**src/rtl/ins_fetch.sv**
```systemverilog
// Instruction fetch sequencer: fetches one word, offers it to the decoder,
// paces execution, then advances or redirects the PC.
module ins_fetch #(
  parameter logic [31:0] RESET_PC    = 32'h0000_0000,
  parameter int          EXEC_CYCLES = 4,
  parameter int          TIMEOUT     = 16
) (
  input  logic        clk,
  input  logic        rst,
  output logic        mem_req,
  output logic [31:0] mem_addr,
  input  logic        mem_rvalid,
  input  logic [31:0] mem_rdata,
  output logic        instr_valid,
  output logic [31:0] instr,
  output logic [31:0] instr_pc,
  input  logic        instr_ready,
  input  logic        redirect_valid,
  input  logic [31:0] redirect_pc,
  input  logic        halt,
  output logic        done,
  output logic        err
);

  typedef enum logic [2:0] {FETCH, WAIT, ISSUE, EXEC, DONE} state_t;

  localparam logic [7:0] WAIT_LAST = 8'(TIMEOUT - 1);
  localparam logic [3:0] EXEC_LAST = 4'(EXEC_CYCLES - 1);

  state_t      state, state_nx;
  logic [31:0] pc;
  logic [7:0]  wait_cnt;
  logic [3:0]  exec_cnt;
  logic        halt_pend;
  logic        redir_pend;
  logic [31:0] redir_pc;
  logic [31:0] redirect_al;
  logic [31:0] pc_nx;

  assign redirect_al = redirect_pc & 32'hFFFF_FFFC;

  // The current cycle's redirect is the newest sample, so it beats a stored one.
  always_comb begin
    pc_nx = pc + 32'd4;
    if (redirect_valid)
      pc_nx = redirect_al;
    else if (redir_pend)
      pc_nx = redir_pc;
  end

  always_ff @(posedge clk or posedge rst) begin
    if (rst)
      state <= FETCH;
    else
      state <= state_nx;
  end

  always_comb begin
    state_nx = state;
    case (state)
      FETCH: state_nx = WAIT;
      WAIT: begin
        if (mem_rvalid)
          state_nx = (mem_rdata == 32'h0000_0000) ? DONE : ISSUE;
        else if (wait_cnt == WAIT_LAST)
          state_nx = DONE;
      end
      ISSUE: if (instr_ready) state_nx = EXEC;
      EXEC: begin
        if (exec_cnt == EXEC_LAST)
          state_nx = (halt || halt_pend) ? DONE : FETCH;
      end
      DONE:    state_nx = DONE;
      default: state_nx = FETCH;
    endcase
  end

  always_ff @(posedge clk or posedge rst) begin
    if (rst) begin
      pc         <= RESET_PC;
      instr      <= 32'h0;
      instr_pc   <= 32'h0;
      wait_cnt   <= 8'h0;
      exec_cnt   <= 4'h0;
      halt_pend  <= 1'b0;
      redir_pend <= 1'b0;
      redir_pc   <= 32'h0;
      err        <= 1'b0;
    end else begin
      if (halt)
        halt_pend <= 1'b1;
      case (state)
        WAIT: begin
          if (mem_rvalid) begin
            instr    <= mem_rdata;
            instr_pc <= pc;
            wait_cnt <= 8'h0;
          end else if (wait_cnt == WAIT_LAST) begin
            err <= 1'b1;
          end else begin
            wait_cnt <= wait_cnt + 8'd1;
          end
        end
        EXEC: begin
          if (redirect_valid) begin
            redir_pend <= 1'b1;
            redir_pc   <= redirect_al;
          end
          if (exec_cnt == EXEC_LAST) begin
            exec_cnt   <= 4'h0;
            redir_pend <= 1'b0;
            pc         <= pc_nx;
          end else begin
            exec_cnt <= exec_cnt + 4'd1;
          end
        end
        default: ;
      endcase
    end
  end

  assign mem_req     = (state == FETCH);
  assign mem_addr    = pc;
  assign instr_valid = (state == ISSUE);
  assign done        = (state == DONE);

endmodule
```
**config.mk**
```make
export PLATFORM = sky130hd
export DESIGN_NAME = ins_fetch
export DESIGN_NICKNAME = d
export VERILOG_FILES = /design/src/rtl/ins_fetch.sv
export SDC_FILE = /design/constraint.sdc
export NUM_CORES = 1
export LEC_CHECK = 0
export ABC_AREA = 1
export CAP_MARGIN = 20
export CORE_MARGIN = 2
export CORE_UTILIZATION = 50
export DETAILED_ROUTE_END_ITERATION = 8
export GPL_TIMING_DRIVEN = 1
export PLACE_DENSITY = 0.84
export SKIP_LAST_GASP = 1
export SYNTH_ARGS = -nofsm -noshare
export SYNTH_HDL_FRONTEND = slang
export SYNTH_SLANG_ARGS = --single-unit
```
**constraint.sdc**
```tcl
create_clock -name clk -period 5.9 [get_ports clk]
set_input_delay 1.18 -clock clk [delete_from_list [all_inputs] [get_ports clk]]
set_output_delay 1.18 -clock clk [all_outputs]
set_load 0.02 [all_outputs]
```
* Word level (Yosys, flattened, before mapping)
Cells that the tools add are included.
** Storage, ports and cells
- Register bits :: 144
- Latch bits :: 0
- Bits in writable memories :: 0
- Memory bits (read-only) :: 0
- Input bits :: 70
- Output and inout bits :: 100
- Word-level logic and storage cells :: 49
- Memories :: 0
** Operators by class
- Add/sub/neg operators :: 3
- Multipliers :: 0
- Divide/modulo/power cells :: 0
- Order comparisons :: 0
- Equal/unequal tests :: 10
- Shifts and indexed selects :: 0
- Multiplexer cells :: 14
- Bitwise operators :: 1
- Reductions and logical operators :: 11
** Operators with widths (number)
- 2-to-1 mux 32 bit :: 2
- adder 32 x 3 -> 32 bit (second input constant) :: 1
- zero test 32 bit :: 1
- 2-to-1 mux 3 bit :: 6
- 2-to-1 mux 8 bit :: 2
- one-hot mux 3 bit (5 select lines) :: 1
- AND reduction 2 bit :: 5
- adder 8 x 1 -> 8 bit (second input constant) :: 1
- == test 8 x 4 -> 1 bit (second input constant) :: 1
- == test 3 x 2 -> 1 bit (second input constant) :: 2
- AND reduction 3 bit :: 2
- adder 4 x 1 -> 4 bit (second input constant) :: 1
- == test 4 x 2 -> 1 bit (second input constant) :: 1
- 2-to-1 mux 4 bit :: 1
- inequality test 2 bit (second input constant) :: 2
- == test 3 x 1 -> 1 bit (second input constant) :: 1
- == test 3 bit (second input constant) :: 1
- zero test 3 bit :: 1
- inequality test 3 bit (second input constant) :: 1
- 2-to-1 mux 1 bit :: 2
- inequality test 2 x 1 -> 1 bit (second input constant) :: 1
- nonzero test 2 bit :: 1
- logical OR 1 bit :: 1
- NOT 1 bit :: 1

* Depth between registers and ports, before layout
- Depth in word-level cells :: 4
- Mapped depth :: 11
- Gate-level depth less buffers :: 11

* Worst setup path after synthesis
No wires, ideal clock.
- Kind :: input to register
- Start point :: in mem_rvalid
- End point :: reg instr_pc[10]
- Setup time :: 0.128 ns
- Data arrival time :: 2.056 ns
- Required time :: 5.772 ns
- Path slack :: 3.716 ns
- Stages on the path :: 4
- Path buffers :: 2
- Cells stage by stage :: clkbuf_1 > nand2_2 > buf_2 > mux2_1
** Between the ends
- Word-level cells in the longest chain between the ends :: 1
** RTL lines
- start: declaration :: line 12 : input logic mem_rvalid,
- AND reduction 2 bit (no line)
- end signal: assignment :: line 96 : instr_pc <= pc;
- end: declaration :: line 16 : output logic [31:0] instr_pc,
Every way passes these cells.
A chain may end at the register's enable or synchronous reset.

* Worst setup path in the final report
- Start point :: in redirect_valid
- End point :: reg redir_pc[9]
** Between the ends
- Word-level cells in the longest chain between the ends :: 1
** RTL lines
- start: declaration :: line 18 : input logic redirect_valid,
- AND reduction 2 bit (no line)
- end signal: assignment :: line 107 : redir_pc <= redirect_al;
- end: declaration :: line 36 : logic [31:0] redir_pc;
Every way passes these cells.

==> results.md <==
- ANT cells: 0
- Pre-antenna DRT Iters: 6
- FF-to-FF path depth: 6
- Remaining global-route overflow: 0
- Setup crit start kind: input pin
- Crit Reg-Reg Endpoint: redir_pc[9]$_DFFE_PP0P_
- Maximum VDD drop: between 0.0002 and 0.0003 V
- H-tree Lvls: 4
- Post-Route WL: roughly 19 mm
- Max-slew violations: 0
- Seq/Total Area, Yosys: around half
- Initial antenna violation count: 0
- Setup TNS: 0 ns
- # hold bufs at CTS: 0
- Final ANT Viol Nets: 0
- Via count: about 6.7k
- Core Rows: between 40 and 50
- Final Hold Violating Endpoints: 0
- Post-CTS Resized: 0
- Post-DP HPWL: between 10 and 15 mm
- Nets: 1,133
- # setup viols final: 0
- CTS max path bufs: 2
- Vias in the first global route: about 6.3k
- Post-Route Skew: about 0.011 ns
- Worst Tran Pin Value: around 1.0 ns
- Root buffer cell: clkbuf_16
- Slew headroom: 29.8%
- Clock slew at reported path FFs: around 0.06 ns
- TritonCTS clock tree: yes
- Starting DRT DRC Count: 660
- CORE AREA: about 0.014 sq mm
- Final Instance Area: about 0.0093 sq mm
- Sink Count: 140
- Synth Instances: 912
- Setup Fix Bufs, Post-CTS: 0
- Worst min path class: flop to flop
- Post-synth design cell area: 0.00704 sq mm
- Max-Cap Viols: 0
- Worst-skew pair later-pin latency: around 0.43 ns
- Routed len/inst: between 15 and 20 microns
- Largest net degree at the start of global routing: between 100 and 150
- IO Count: 170
- Die height: 123 microns
- CTS Buf Count: 17
- Worst path required time: roughly 6.2 ns
- First-pass GRT wire length: 30.8 mm
- IO Port Bufs: around 160
- Endpoint, Worst Hold: halt_pend$_DFFE_PP0P_
- Unrepaired setup endpoints after global routing: no
- Hold_sp: halt_pend$_DFFE_PP0P_
- Tmin final: 3.20 ns
- Highest Clock Rate: 0.312 GHz
- R2r startpoint: state[2]$_DFFE_PP0P_
- Synth Register Bits: 140
- Yosys warns: 0
- Beginning of the critical path: redirect_valid
- Status: finished, final reports clean
- CP Capture Type: flop
- Die area: about 0.015 sq mm
- DP Area: 0.00874 sq mm
- Critical Path AT: approximately 3.5 ns
- Final period util: 54.2%
- Pwr Density: 540 mW/mm^2
- DRC Markers: 0
- Gr usage total: roughly a quarter
- Pleak: approximately 4.3 nW
- Routability cong.: roughly 0.89
- Avg Vias per Cell: between 5 and 6
- R2r setup slk: about 3.8 ns
- Synth-to-layout area growth: 32.5%
- Chip Width: between 100 and 150 microns
- Layout cell share with drive strength beyond 1: under 10%
- Unique masters post-synth: 39
- Initial Utilization: roughly half
- Crit-path max FO: 53
- Avg Synthesized Cell Area: slightly below 8 sq um
- Crit Path Class: input pin to flop
- Hold depth: 1
==> cells by family after synthesis <==
kind of cell             after synthesis  synth area share (%)
XOR/XNOR                              10                  1.24
adder cells (fa/ha/maj)                3                 0.533
AO/OA/AOI/OAI                        187                  14.2
other                                  1                0.0533
multiplexers                           3                 0.462
buffers and inverters                149                  8.59
flip-flops                           140                  49.8
AND/OR/NAND/NOR                      419                  25.1
==> metal layers <==
metal	share of wire, %	up-vias	routed length (microns)	global-route usage (%)
met5	0	-	0	0
met4	1.8	0	346	9.70
met3	8.7	33	1630	6.27
met2	46	311	8680	41.7
met1	43	3117	8200	36.0
li1	-	3235	-	-
==> worst max-delay path by stage <==
stage,end,cells past startpoint
final,redir_pc[9]$_DFFE_PP0P_,6
after floorplan,err$_DFFE_PP0P_,1
after global placement,redir_pc[24]$_DFFE_PP0P_,6
after detailed placement,redir_pc[9]$_DFFE_PP0P_,6
after global routing,redir_pc[24]$_DFFE_PP0P_,5
after CTS,redir_pc[9]$_DFFE_PP0P_,6
==> where the power goes <==
part,internal [mW],switching [mW],leakage (nW)
clock,0.621,0.398,0.277
combinational,0.948,1.32,2.30
sequential,1.39,0.362,1.73
total,2.96,2.08,4.30
==> layout make-up <==
cell class                 count  area [sq um]
inverter                     107           407
clock buffer                  25           495
fill                        1159          4500
timing repair buffer         168          1680
sequential                   140          3500
multi-input combinational    626          2950
tap                          180           225
clock inverter                 7          62.6
==> critical path, cell delays in order <==
cell and delay (ns):
buf_2 0.75, inv_2 0.27, nor2_2 0.68, inv_2 0.35, nand2_1 0.14, o21ai_0 0.10
==> synth_stat cells (all sizes together) <==
cell type	instances	area share, %
nor2	92	5.7
clkbuf	15	0.80
o211ai	4	0.43
clkinv	1	0.053
a211oi	1	0.11
a21boi	1	0.11
conb	1	0.053
a21oi	59	4.2
nand2	262	14
mux2i	1	0.14
o31ai	6	0.64
nand4	16	1.4
a31oi	1	0.089
nor3	3	0.37
o22ai	1	0.089
o21ai	104	7.4
xor2	4	0.50
inv	106	5.7
buf	27	2.1
dfrtp	140	50
nand3	44	3.3
o311ai	1	0.12
xnor2	6	0.75
mux2	2	0.32
a22oi	9	0.96
ha	3	0.53
or2	2	0.18
==> flip-flops by register name, summed over array words and instances, names as in the netlist <==
| signal | count |
|---|---|
| state | 3 |
| exec_cnt | 4 |
| mem_addr | 30 |
| instr | 32 |
| instr_pc | 30 |
| wait_cnt | 8 |
| redir_pend | 1 |
| err | 1 |
| halt_pend | 1 |
| redir_pc | 30 |
==> cell usage in the layout, fill, tap and decap left out, types with 5 or more instances in the layout <==
master	Yosys	final
dfrtp_1	140	140
nand2_1	257	257
o21ai_1	47	47
inv_2	7	7
a21oi_1	58	58
nand3_1	42	42
clkdlybuf4s50_1	0	162
nand4_1	16	16
nor2_1	79	79
clkinv_2	0	5
nor2_2	9	9
inv_1	99	98
o31ai_1	6	6
a22oi_1	9	9
xnor2_1	6	6
o21ai_0	56	56
clkbuf_16	0	17
==> metrics by stage <==
step                instances  utilization (%)  power [mW]  hold slack [ns]  worst slack (ns)
floorplan                 915                -        3.02            0.427             0.967
global placement         1220             63.2        3.94            0.438              2.34
detailed placement       1220             63.2        4.00            0.442              2.34
CTS                      1252             67.2        5.04            0.456              2.79
global route             1253             67.4        5.37            0.478              2.52
finish                   1253             67.4        5.04            0.455              2.70
No activity file was read; power rests on OpenSTA's default activity.
